<file path="config.mk">
export PLATFORM = sky130hd
export DESIGN_NAME = jtag_bscan_ctrl
export DESIGN_NICKNAME = d
export VERILOG_FILES = /design/src/rtl/jtag_bscan_ctrl.sv
export SDC_FILE = /design/constraint.sdc
export NUM_CORES = 1
export LEC_CHECK = 0
export BUFFER_PORTS_ARGS = -buffer_cell sky130_fd_sc_hd__buf_2
export CORE_MARGIN = 5
export CORE_UTILIZATION = 53
export DETAILED_ROUTE_END_ITERATION = 10
export HOLD_SLACK_MARGIN = 0.03
export PLACE_DENSITY = 0.76
export SETUP_SLACK_MARGIN = 0.05
export SKIP_LAST_GASP = 1
export SYNTH_ARGS = -nofsm -noshare
export SYNTH_HDL_FRONTEND = slang
export SYNTH_SLANG_ARGS = --single-unit
</file>
<file path="constraint.sdc">
create_clock -name tck -period 1.7 [get_ports tck]
set_input_delay 0.17 -clock tck [delete_from_list [all_inputs] [get_ports tck]]
set_output_delay 0.17 -clock tck [all_outputs]
set_load 0.03 [all_outputs]
</file>
<file path="src/rtl/jtag_bscan_ctrl.sv">
`default_nettype none
// ============================================================================
// Module   : jtag_bscan_ctrl
// Brief    : IEEE 1149.1 TAP with IR, IDCODE, BYPASS and a boundary-scan
//            register (input/output cells) with a per-cell update stage.
// Revision : 1.0
// ============================================================================
module jtag_bscan_ctrl #(
    parameter int          IN_WIDTH   = 8,
    parameter int          OUT_WIDTH  = 8,
    parameter int          IR_WIDTH   = 4,
    parameter logic [31:0] IDCODE_VAL = 32'h1000_0001
) (
    input  logic                 tck,
    input  logic                 trst_n,
    input  logic                 tms,
    input  logic                 tdi,
    output logic                 tdo,
    output logic                 tdo_en,
    input  logic [IN_WIDTH-1:0]  pin_in,
    output logic [IN_WIDTH-1:0]  core_in,
    input  logic [OUT_WIDTH-1:0] core_out,
    output logic [OUT_WIDTH-1:0] pin_out,
    output logic [3:0]           tap_state,
    output logic [IR_WIDTH-1:0]  ir_out,
    output logic                 test_mode
);

    localparam int c_BSR_LEN = IN_WIDTH + OUT_WIDTH;

    localparam logic [3:0] c_EXIT2_DR   = 4'h0;
    localparam logic [3:0] c_EXIT1_DR   = 4'h1;
    localparam logic [3:0] c_SHIFT_DR   = 4'h2;
    localparam logic [3:0] c_PAUSE_DR   = 4'h3;
    localparam logic [3:0] c_SELECT_IR  = 4'h4;
    localparam logic [3:0] c_UPDATE_DR  = 4'h5;
    localparam logic [3:0] c_CAPTURE_DR = 4'h6;
    localparam logic [3:0] c_SELECT_DR  = 4'h7;
    localparam logic [3:0] c_EXIT2_IR   = 4'h8;
    localparam logic [3:0] c_EXIT1_IR   = 4'h9;
    localparam logic [3:0] c_SHIFT_IR   = 4'hA;
    localparam logic [3:0] c_PAUSE_IR   = 4'hB;
    localparam logic [3:0] c_RTI        = 4'hC;
    localparam logic [3:0] c_UPDATE_IR  = 4'hD;
    localparam logic [3:0] c_CAPTURE_IR = 4'hE;
    localparam logic [3:0] c_TLR        = 4'hF;

    localparam logic [IR_WIDTH-1:0] c_IR_EXTEST  = IR_WIDTH'(0);
    localparam logic [IR_WIDTH-1:0] c_IR_SAMPLE  = IR_WIDTH'(1);
    localparam logic [IR_WIDTH-1:0] c_IR_IDCODE  = IR_WIDTH'(2);
    localparam logic [IR_WIDTH-1:0] c_IR_INTEST  = IR_WIDTH'(3);
    localparam logic [IR_WIDTH-1:0] c_IR_CAPTURE = IR_WIDTH'(1);

    // ID register always reports a set LSB so a scan can tell it from BYPASS.
    localparam logic [31:0] c_IDCODE = {IDCODE_VAL[31:1], 1'b1};

    logic [3:0]           r_state;
    logic [3:0]           w_next;
    logic [IR_WIDTH-1:0]  r_ir_shift;
    logic [IR_WIDTH-1:0]  r_ir_active;
    logic [c_BSR_LEN-1:0] r_bsr;
    logic [c_BSR_LEN-1:0] r_upd;
    logic [31:0]          r_idreg;
    logic                 r_bypass;

    logic w_ir_extest;
    logic w_ir_sample;
    logic w_ir_idcode;
    logic w_ir_intest;
    logic w_sel_bsr;
    logic w_sel_id;
    logic w_sel_byp;
    logic w_enter_tlr;

    always_comb begin
        w_next = c_TLR;
        case (r_state)
            c_TLR:        w_next = tms ? c_TLR       : c_RTI;
            c_RTI:        w_next = tms ? c_SELECT_DR : c_RTI;
            c_SELECT_DR:  w_next = tms ? c_SELECT_IR : c_CAPTURE_DR;
            c_CAPTURE_DR: w_next = tms ? c_EXIT1_DR  : c_SHIFT_DR;
            c_SHIFT_DR:   w_next = tms ? c_EXIT1_DR  : c_SHIFT_DR;
            c_EXIT1_DR:   w_next = tms ? c_UPDATE_DR : c_PAUSE_DR;
            c_PAUSE_DR:   w_next = tms ? c_EXIT2_DR  : c_PAUSE_DR;
            c_EXIT2_DR:   w_next = tms ? c_UPDATE_DR : c_SHIFT_DR;
            c_UPDATE_DR:  w_next = tms ? c_SELECT_DR : c_RTI;
            c_SELECT_IR:  w_next = tms ? c_TLR       : c_CAPTURE_IR;
            c_CAPTURE_IR: w_next = tms ? c_EXIT1_IR  : c_SHIFT_IR;
            c_SHIFT_IR:   w_next = tms ? c_EXIT1_IR  : c_SHIFT_IR;
            c_EXIT1_IR:   w_next = tms ? c_UPDATE_IR : c_PAUSE_IR;
            c_PAUSE_IR:   w_next = tms ? c_EXIT2_IR  : c_PAUSE_IR;
            c_EXIT2_IR:   w_next = tms ? c_UPDATE_IR : c_SHIFT_IR;
            c_UPDATE_IR:  w_next = tms ? c_SELECT_DR : c_RTI;
            default:      w_next = c_TLR;
        endcase
    end

    always_ff @(posedge tck or negedge trst_n) begin
        if (!trst_n) begin
            r_state <= c_TLR;
        end else begin
            r_state <= w_next;
        end
    end

    // Entering (or remaining in) TLR via tms resets the same state trst_n does.
    assign w_enter_tlr = (w_next == c_TLR);

    assign w_ir_extest = (r_ir_active == c_IR_EXTEST);
    assign w_ir_sample = (r_ir_active == c_IR_SAMPLE);
    assign w_ir_idcode = (r_ir_active == c_IR_IDCODE);
    assign w_ir_intest = (r_ir_active == c_IR_INTEST);
    assign w_sel_bsr   = w_ir_extest | w_ir_sample | w_ir_intest;
    assign w_sel_id    = w_ir_idcode;
    assign w_sel_byp   = ~(w_sel_bsr | w_sel_id);

    always_ff @(posedge tck or negedge trst_n) begin
        if (!trst_n) begin
            r_ir_shift  <= c_IR_CAPTURE;
            r_ir_active <= c_IR_IDCODE;
        end else if (w_enter_tlr) begin
            r_ir_shift  <= c_IR_CAPTURE;
            r_ir_active <= c_IR_IDCODE;
        end else begin
            case (r_state)
                c_CAPTURE_IR: r_ir_shift  <= c_IR_CAPTURE;
                c_SHIFT_IR:   r_ir_shift  <= {tdi, r_ir_shift[IR_WIDTH-1:1]};
                c_UPDATE_IR:  r_ir_active <= r_ir_shift;
                default:      ;
            endcase
        end
    end

    always_ff @(posedge tck or negedge trst_n) begin
        if (!trst_n) begin
            r_bsr <= '0;
            r_upd <= '0;
        end else if (w_enter_tlr) begin
            r_bsr <= '0;
            r_upd <= '0;
        end else if (w_sel_bsr) begin
            case (r_state)
                c_CAPTURE_DR: r_bsr <= {core_out, pin_in};
                c_SHIFT_DR:   r_bsr <= {tdi, r_bsr[c_BSR_LEN-1:1]};
                c_UPDATE_DR:  r_upd <= r_bsr;
                default:      ;
            endcase
        end
    end

    always_ff @(posedge tck or negedge trst_n) begin
        if (!trst_n) begin
            r_idreg <= c_IDCODE;
        end else if (w_enter_tlr) begin
            r_idreg <= c_IDCODE;
        end else if (w_sel_id) begin
            if (r_state == c_CAPTURE_DR) begin
                r_idreg <= c_IDCODE;
            end else if (r_state == c_SHIFT_DR) begin
                r_idreg <= {tdi, r_idreg[31:1]};
            end
        end
    end

    always_ff @(posedge tck or negedge trst_n) begin
        if (!trst_n) begin
            r_bypass <= 1'b0;
        end else if (w_enter_tlr) begin
            r_bypass <= 1'b0;
        end else if (w_sel_byp) begin
            if (r_state == c_CAPTURE_DR) begin
                r_bypass <= 1'b0;
            end else if (r_state == c_SHIFT_DR) begin
                r_bypass <= tdi;
            end
        end
    end

    always_comb begin
        tdo = 1'b0;
        if (r_state == c_SHIFT_IR) begin
            tdo = r_ir_shift[0];
        end else if (r_state == c_SHIFT_DR) begin
            if (w_sel_bsr) begin
                tdo = r_bsr[0];
            end else if (w_sel_id) begin
                tdo = r_idreg[0];
            end else begin
                tdo = r_bypass;
            end
        end
    end

    assign tdo_en    = (r_state == c_SHIFT_DR) || (r_state == c_SHIFT_IR);
    assign tap_state = r_state;
    assign ir_out    = r_ir_active;
    assign test_mode = w_ir_extest | w_ir_intest;

    assign core_in = w_ir_intest ? r_upd[IN_WIDTH-1:0] : pin_in;
    assign pin_out = (w_ir_extest | w_ir_intest) ? r_upd[c_BSR_LEN-1:IN_WIDTH] : core_out;

endmodule
`default_nettype wire

</file>
**After elaboration in Yosys (flattened, before gate mapping)**

Cells that the tools add are included.

- Flip-flop bits (word level): 77
- Input port bits: 20
- Output and inout port bits: 27
- Word-level logic and storage cells: 84

- Equal/unequal tests: 20
- Multiplexer cells: 37
- Bitwise gates (word level): 4
- Reductions and logical operators: 16

Operator list:

| kind | count |
|---|---|
| $mux W32 | 4 |
| $mux W16 | 5 |
| $pmux W4 S12 | 1 |
| $eq A4 B4 Y1 const B | 9 |
| $pmux W16 S2 | 1 |
| $eq A4 B2 Y1 const B | 4 |
| $eq A4 B3 Y1 const B | 4 |
| $mux W4 | 4 |
| $mux W8 | 2 |
| $mux W2 | 6 |
| $mux W3 | 4 |
| $mux W1 | 9 |
| $eq A4 B1 Y1 const B | 2 |
| $logic_not A4 Y1 | 2 |
| $pmux W4 S2 | 1 |
| $reduce_and A2 Y1 | 4 |
| $reduce_bool A2 Y1 | 4 |
| $reduce_bool A3 Y1 | 2 |
| $or A1 B1 Y1 | 4 |
| $reduce_or A2 Y1 | 2 |
| $reduce_or A3 Y1 | 1 |
| $ne A2 B2 Y1 const B | 1 |
| $logic_or A1 B1 Y1 | 1 |

**Longest topological paths before layout**

Gate-level depths: netlist of the first run.

- Depth in word-level cells: 6
- Depth in mapped cells: 6

**Worst setup path before layout of the first run**

Ideal clock, no wire load.

- Kind: register -> output
- From: reg r_state[1] (netlist: tap_state[1])
- To: out tdo
- Arrival time: 2.693 ns
- Required time: 1.530 ns
- Slack: -1.163 ns
- Cell stages (with the launch flop): 5
- Path buffers: 1
- Path through: dfstp_2 > buf_4 > nor3b_1 > o21ai_0 > o31ai_1

- Cells in the longest elaborated chain, start to end: 3

RTL lines:

| element | line | text |
|---|---|---|
| start: declaration | 57 | `logic [3:0] r_state;` |
| start signal: assignment | 100 | `r_state <= c_TLR;` |
| start signal: assignment | 102 | `r_state <= w_next;` |
| $eq A4 B2 Y1 | 183 | `end else if (r_state == c_SHIFT_DR) begin` |
| $mux W1 | 183 |  |
| $mux W1 (*) | 181 | `if (r_state == c_SHIFT_IR) begin` |
| end: declaration | 18 | `output logic tdo,` |

Every way passes the cells marked *; elsewhere a longest branch is shown, timed or not.

**Worst setup path in the final report of the first run**

- From: reg r_ir_active[1] (netlist: ir_out[1])
- To: reg r_idreg[1]

- Cells in the longest elaborated chain, start to end: 3

RTL lines:

| element | line | text |
|---|---|---|
| start: declaration | 60 | `logic [IR_WIDTH-1:0] r_ir_active;` |
| start signal: assignment | 120 | `r_ir_active <= c_IR_IDCODE;` |
| start signal: assignment | 123 | `r_ir_active <= c_IR_IDCODE;` |
| start signal: assignment | 128 | `c_UPDATE_IR: r_ir_active <= r_ir_shift;` |
| $eq A4 B2 Y1 | 111 | `assign w_ir_idcode = (r_ir_active == c_IR_IDCODE);` |
| $reduce_bool A2 Y1 (no source line) | - |  |
| $reduce_and A2 Y1 (no source line) | - |  |
| end signal: assignment | 153 | `r_idreg <= c_IDCODE;` |
| end signal: assignment | 155 | `r_idreg <= c_IDCODE;` |
| end signal: assignment | 158 | `r_idreg <= c_IDCODE;` |
| end: declaration | 63 | `logic [31:0] r_idreg;` |

No other way between the ends.
A chain may end at the register's enable or synchronous reset.

==> metrics.cfg, run 1 <==
[place]
dp_cells=553
hpwlAfterDp_um=6350
io_buffers=46
pre_cts_slack_ns=0.0101
gp_congestion=0.781

[flow_run]
drv_cap=0

[worst_setup_path]
path_max_fanout=7
max_stage_delay_ns=0.68
critPathArrivalTime_ns=2.32
cp_top_family=flip-flops
cp_cell_sequence=buf_4 -> or4b_4 -> buf_4 -> buf_12 -> o21ai_2 -> a21oi_1
reg2reg_depth=6
regToRegEndpoint=r_idreg[1]$_DFFE_PN0P_
worstReg2RegStart=ir_out[1]$_DFFE_PN1P_
crit_slowest_cell=dfstp_2
worstPathRequired_ns=1.94
timing.critical_path.mode_cell=buf_4
critPathLaunchType=flop
end_kind=flop
reg2reg_slack_ns=-0.38
worstSetupPathType=flop to flop
critPathBufInv=3

[cts]
cts_root_buf=clkbuf_8
h-tree-depth=3
cts_tree=built
cts.path.max_buffers=2
clock_sinks=77
clk_pin_slew_ns=0.10
cts_buffers=9
worstSkewPairLatency_ns=0.37

[timing]
setup_viol=91
slew_headroom=0.699
finClkSkew_ns=0.0160
min_period_over_period=1.22
fmax_mhz=481
slew_viol_final=0
rsz0062_at_grt=true
period_needed_ns=2.08
setup_tns_ns=-19.54
fin_ws_ns=-0.377
worstMarginPinSlew_ns=0.447
hold_viol=0

[synthesis]
yosysUniqueCellTypes=50
synth_top_area_share=0.416
ys_ff_latch=77
ys_seq_area_frac=0.466
postSynthAreaPerCell_um2=9.86
syn-num-nets=441
yosysTopAreaCell=dfrtp_1
synthCells=421
synth_area_leaders=dfrtp_1 42%, nand4b_1 6.7%, a21oi_1 6.0%, dfstp_2 5.1%, mux2_2 4.6%
syn_area_mm2=0.00415
yosysWarnings=0

[power]
ir_drop_mv=1.42
power.density_mw_per_mm2=2270
p_leak_nw=2.60

[drt]
viasPerCell=7.21
via_count=4507
drc=0
wl_um=16600
first_iter_violations=441
firstDrtPassIters=6
ant_nets=0
routedWlPerCell_um=26.6

[floorplan]
fp.dieH_um=98.5
core_area_mm2=0.00769
die_w_um=98.5
die_area_mm2=0.00971
num_rows=32
ios=47
start_util=0.540

[hold_path]
hold_depth=2
hold_path_startpoint=tms
hold_end=tap_state[1]$_DFF_PN1_
hold_class=primary input to flop

[layout]
final_nets=538
drive_above_1_share=0.476
final_common_cell=dfrtp_1
fill_cells=416
area_delta_synth_final_pct=50.3
fin_cells=625
antennaDiodeCount=0
layout_common_cells=67 x dfrtp_1, 43 x buf_4, 39 x nand2_1
final_util=0.812

[grt]
grt_overflow=0
grt_pass1_vias=4064
grt_max_degree=78
grt_pass1_wl_um=21300
grt_use_total=0.270
antenna_found_initial=0

[run_status]
status=complete, but fails checks
violations=negative setup slack

-- cells in the mapped netlist (all sizes together) --
cell type  count
or3b           4
or3            1
nand2         39
o21bai         3
nor2b          3
nand2b         2
o21ai         37
nor3           2
a21oi         51
mux2i          3
nand4         16
clkbuf        19
and3b          1
nor2           6
a311oi        16
o2bb2ai        1
nand3          5
or4b           2
nand3b         1
nand4b        32
a22o           1
dfrtp         69
or2            1
o21ba          1
buf           33
nor3b          2
nor4bb         1
inv            2
nor4           2
dfstp          8
mux2          17
a21boi         1
a211oi         1
o31ai         17
nand4bb        1
and3           1
a31oi         16
a211o          1
nor4b          2
-- registers in the layout, indices dropped and copies added (netlist names) --
name and cells:
ir_out 4, r_idreg 32, r_bsr 16, r_ir_shift 4, r_bypass 1, tap_state 4
r_upd 16
-- power breakdown --
part	internal, mW	total [mW]	switching [mW]
Clock	0.551	1.40	0.847
Combinational	4.44	9.35	4.91
Sequential	2.66	3.44	0.777
-- cells by family after synthesis --
kind of cell | count (synthesis) | share of synthesized area
mux | 20 | 0.0533
simple gates | 124 | 0.200
buf+inv | 54 | 0.0669
flops | 77 | 0.466
compound gates | 146 | 0.213
-- per-stage QoR --
step                cell area (um^2)  power, mW  hold WS (ns)
finish                          6240       14.2        0.0392
global route                    6240       14.6        0.0550
CTS                             5620       12.0        0.0338
detailed placement              4770       9.19         0.227
global placement                4770       9.00         0.227
floorplan                       4290       7.37        -0.126
-- timing repair --
action,in CTS,in global routing
gates cloned,13,7
hold buffers,1,0
endpoints found under the hold margin,69,0
resized for setup,56,105
pin swaps,6,16
setup endpoints to repair,42,93
buffers inserted,15,24
-- worst max path at each step --
| stage | from | end | slack, ns | cells past startpoint |
|---|---|---|---|---|
| after global routing | ir_out[1]$_DFFE_PN1P_ | tdo | -0.39 | 5 |
| after detailed placement | tap_state[1]$_DFF_PN1_ | r_bsr[14]$_DFFE_PN0P_ | 0.01 | 4 |
| final | ir_out[1]$_DFFE_PN1P_ | r_idreg[1]$_DFFE_PN0P_ | -0.38 | 6 |
| after floorplan | tap_state[1]$_DFF_PN1_ | tdo | -0.25 | 4 |
| after global placement | tap_state[1]$_DFF_PN1_ | r_idreg[0]$_DFFE_PN1P_ | 0.05 | 4 |
| after CTS | ir_out[2]$_DFFE_PN0P_ | pin_out[1] | -0.27 | 5 |
-- per-layer routing --
| layer | track usage | up-vias | wire, um |
|---|---|---|---|
| met5 | 0 | - | 0 |
| met2 | 0.443 | 367 | 8040 |
| met3 | 0.0538 | 117 | 1440 |
| met4 | 0.0987 | 0 | 1150 |
| li1 | - | 1798 | - |
| met1 | 0.356 | 2225 | 5990 |
-- layout make-up --
class	count	area (um^2)	share of cell area
inverters	2	7.51	0.00120
well taps	102	128	0.0204
repair buffers	137	1600	0.257
multi-input cells	291	2380	0.381
clock inverters	7	60.1	0.00962
clock buffers	9	124	0.0198
flip-flops and latches	77	1950	0.312
Note: power is estimated with default switching activity, not from simulation.
==> run 2: changes to the inputs <==
--- a/config.mk
+++ b/config.mk
@@ -10,7 +10,8 @@
 export CORE_UTILIZATION = 53
 export DETAILED_ROUTE_END_ITERATION = 10
 export HOLD_SLACK_MARGIN = 0.03
-export PLACE_DENSITY = 0.76
+export PLACE_DENSITY = 0.86
+export RECOVER_POWER = 100
 export SETUP_SLACK_MARGIN = 0.05
 export SKIP_LAST_GASP = 1
 export SYNTH_ARGS = -nofsm -noshare
==> run 2 against run 1 <==
  * Critical path type is now flop to output pin
  * Flip-flop and latch count did not move
  * Die area did not move
  * Register-to-register slack improved by 0.05 ns
  * The flow still finishes with violations (negative setup slack)
==> metrics.cfg, run 2 (synthesis results as in run 1) <==
[place]
pre_cts_slack_ns=-0.0307  ; -0.0409 ns
placed_area_mm2=0.00473  ; -0.84%
hpwlAfterDp_um=6770  ; +6.5%
gp_congestion=0.845  ; +8.2%
io_buffers=46  ; unchanged

[drt]
via_count=4503  ; -0.089%
routedWlPerCell_um=27.7  ; +4.2%
viasPerCell=7.36  ; +2.0%
first_iter_violations=586  ; +33%
drc=0  ; unchanged
firstDrtPassIters=7  ; +1
ant_nets=0  ; unchanged
wl_um=17000  ; +2.0%

[layout]
regMostFlops=r_idreg
fill_cells=414  ; -0.48%
area_delta_synth_final_pct=45.7
final_common_cell=dfrtp_1
final_util=0.787  ; -0.0252
multi_input_area_mm2=0.00247  ; +4.1%
final_nets=525  ; -2.4%
largest_reg_flops=32  ; unchanged
reg.largest.list=r_idreg: 32 flops, r_bsr: 16 flops, r_upd: 16 flops
fin_area_mm2=0.00605  ; -3.1%
regArea_mm2=0.00194  ; -0.13%
drive_above_1_share=0.488  ; +0.0121
antennaDiodeCount=0  ; unchanged
layout_common_cells=66 x dfrtp_1, 41 x buf_4, 39 x a21oi_1

[run_status]
status=complete, but fails checks
violations=negative setup slack

[power]
switching_share=0.472  ; +0.0117
p_sw_mw=6.61  ; +1.2%
seqPwrFrac=0.253  ; +0.011
power_frac_comb=0.642  ; -0.017
internal-power_mw=7.39  ; -3.4%
p_leak_nw=2.51  ; -3.2%
ir_drop_mv=1.69  ; +18%
fin_total_pwr_mw=14.0  ; -1.3%
p_clk_frac=0.105  ; +0.006
power.density_mw_per_mm2=2310  ; +1.9%

[worst_setup_path]
critPathLaunchType=flop
worstPathRequired_ns=1.53  ; -0.41 ns
end_kind=output pin
critPathArrivalTime_ns=1.92  ; -0.40 ns
path_max_fanout=5  ; -2
worstSetupPathType=flop to output pin

[timing]
finClkSkew_ns=0.0194  ; +0.00344 ns
setup_viol=84  ; -7.7%
fin_ws_ns=-0.392  ; -0.0145 ns
fmax_mhz=478  ; -0.69%
worstMarginPinSlew_ns=0.896  ; +0.449 ns
min_period_over_period=1.23  ; +0.00851
rsz0062_at_grt=true
hold_viol=0  ; unchanged
slew_headroom=0.403  ; -0.296
period_needed_ns=2.09  ; +0.0145 ns
slew_viol_final=0  ; unchanged

[cts]
clk_pin_slew_ns=0.10  ; about the same
cts_buffers=9  ; unchanged
h-tree-depth=3  ; unchanged
cts_root_buf=clkbuf_8
clock_sinks=77  ; unchanged
worstSkewPairLatency_ns=0.37  ; about the same
cts_tree=built
cts.path.max_buffers=2  ; unchanged

[hold_path]
hold_class=primary input to flop

[floorplan]
die_area_mm2=0.00971  ; unchanged
num_rows=32  ; unchanged
core_area_mm2=0.00769  ; unchanged
die_w_um=98.5  ; unchanged
ios=47  ; unchanged
start_util=0.540  ; unchanged
fp.dieH_um=98.5  ; unchanged

[grt]
grt_pass1_wl_um=21000  ; -1.1%
grt_pass1_vias=4006  ; -1.4%
grt_max_degree=66  ; -15%
grt_overflow=0  ; unchanged
antenna_found_initial=0  ; unchanged
grt_use_total=0.269  ; -0.00120

[flow_run]
drv_cap=0  ; unchanged

==> run 2: cell count changes in the layout (fill, tap and decap cells not counted), sizes merged <==
cell,before,now
buf,131,116
bufbuf,0,2
bufinv,0,1
clkbuf,14,13
clkinv,2,5
clkinvlp,3,0
dlygate4sd3,1,2
inv,4,3
==> run 2: final cells by class <==
cell class,count,area share
Sequential cell,77,0.321
Timing Repair Buffer,124,0.215
Clock buffer,9,0.0205
Inverter,2,0.00124
Tap cell,102,0.0211
Multi-Input combinational cell,291,0.409
Clock inverter,7,0.0124
==> run 2: worst paths after layout <==
kind | startpoint | endpoint | slack, ns | cells after the start
setup / recovery | ir_out[3]$_DFFE_PN0P_ | tdo | -0.39 | 5
min in group asynchronous | trst_n | r_bsr[4]$_DFFE_PN0P_ | 0.43 | 2
hold / removal | pin_in[4] | r_bsr[4]$_DFFE_PN0P_ | 0.06 | 3
hold reg to reg | r_idreg[16]$_DFFE_PN0P_ | r_idreg[16]$_DFFE_PN0P_ | 0.56 | 2
max in group asynchronous | trst_n | ir_out[3]$_DFFE_PN0P_ | 0.16 | 3
setup reg to reg | ir_out[1]$_DFFE_PN1P_ | r_idreg[29]$_DFFE_PN0P_ | -0.33 | 6
==> run 2: stage by stage <==
step | setup TNS, ns | instances | hold slack, ns
floorplan | -0.754 | 421 | -0.126
global placement | 0 | 553 | 0.0903
detailed placement | -0.156 | 553 | 0.0939
CTS | -9.82 | 591 | 0.0643
global route | -21.21 | 612 | 0.0761
finish | -17.66 | 612 | 0.0623
==> run 2: worst max-delay path, cell delays in order, from the launching register on <==
cell      delay [ns]
dfrtp_2         0.51
or2_2           0.38
a211oi_1        0.26
buf_4           0.19
o31ai_4         0.08
buf_6           0.15
==> run 2: what timing repair did <==
action,CTS,global route
endpoints found under the setup margin,78,93
gates cloned,6,4
hold buffers,2,0
hold endpoints to repair,13,0
setup buffers,14,18
gates resized for setup,58,119
pin swaps,20,33
==> run 2: power by group through the flow <==
stage / clock, mW / sequential [mW] / combinational [mW]
global placement: 0 / 3.31 / 5.58
detailed placement: 0 / 3.38 / 5.74
finish: 1.47 / 3.54 / 8.99
floorplan: 0 / 3.26 / 4.10
global route: 1.56 / 3.56 / 9.30
CTS: 1.42 / 3.32 / 6.80
==> run 2: routing by layer <==
layer / routed length (um) / part of all wire / vias up / GRT usage
li1: - / - / 1770 / -
met1: 5940 / 0.35 / 2195 / 0.351
met2: 8050 / 0.47 / 414 / 0.435
met3: 1580 / 0.093 / 124 / 0.0474
met4: 1390 / 0.082 / 0 / 0.127
met5: 0 / 0 / - / 0
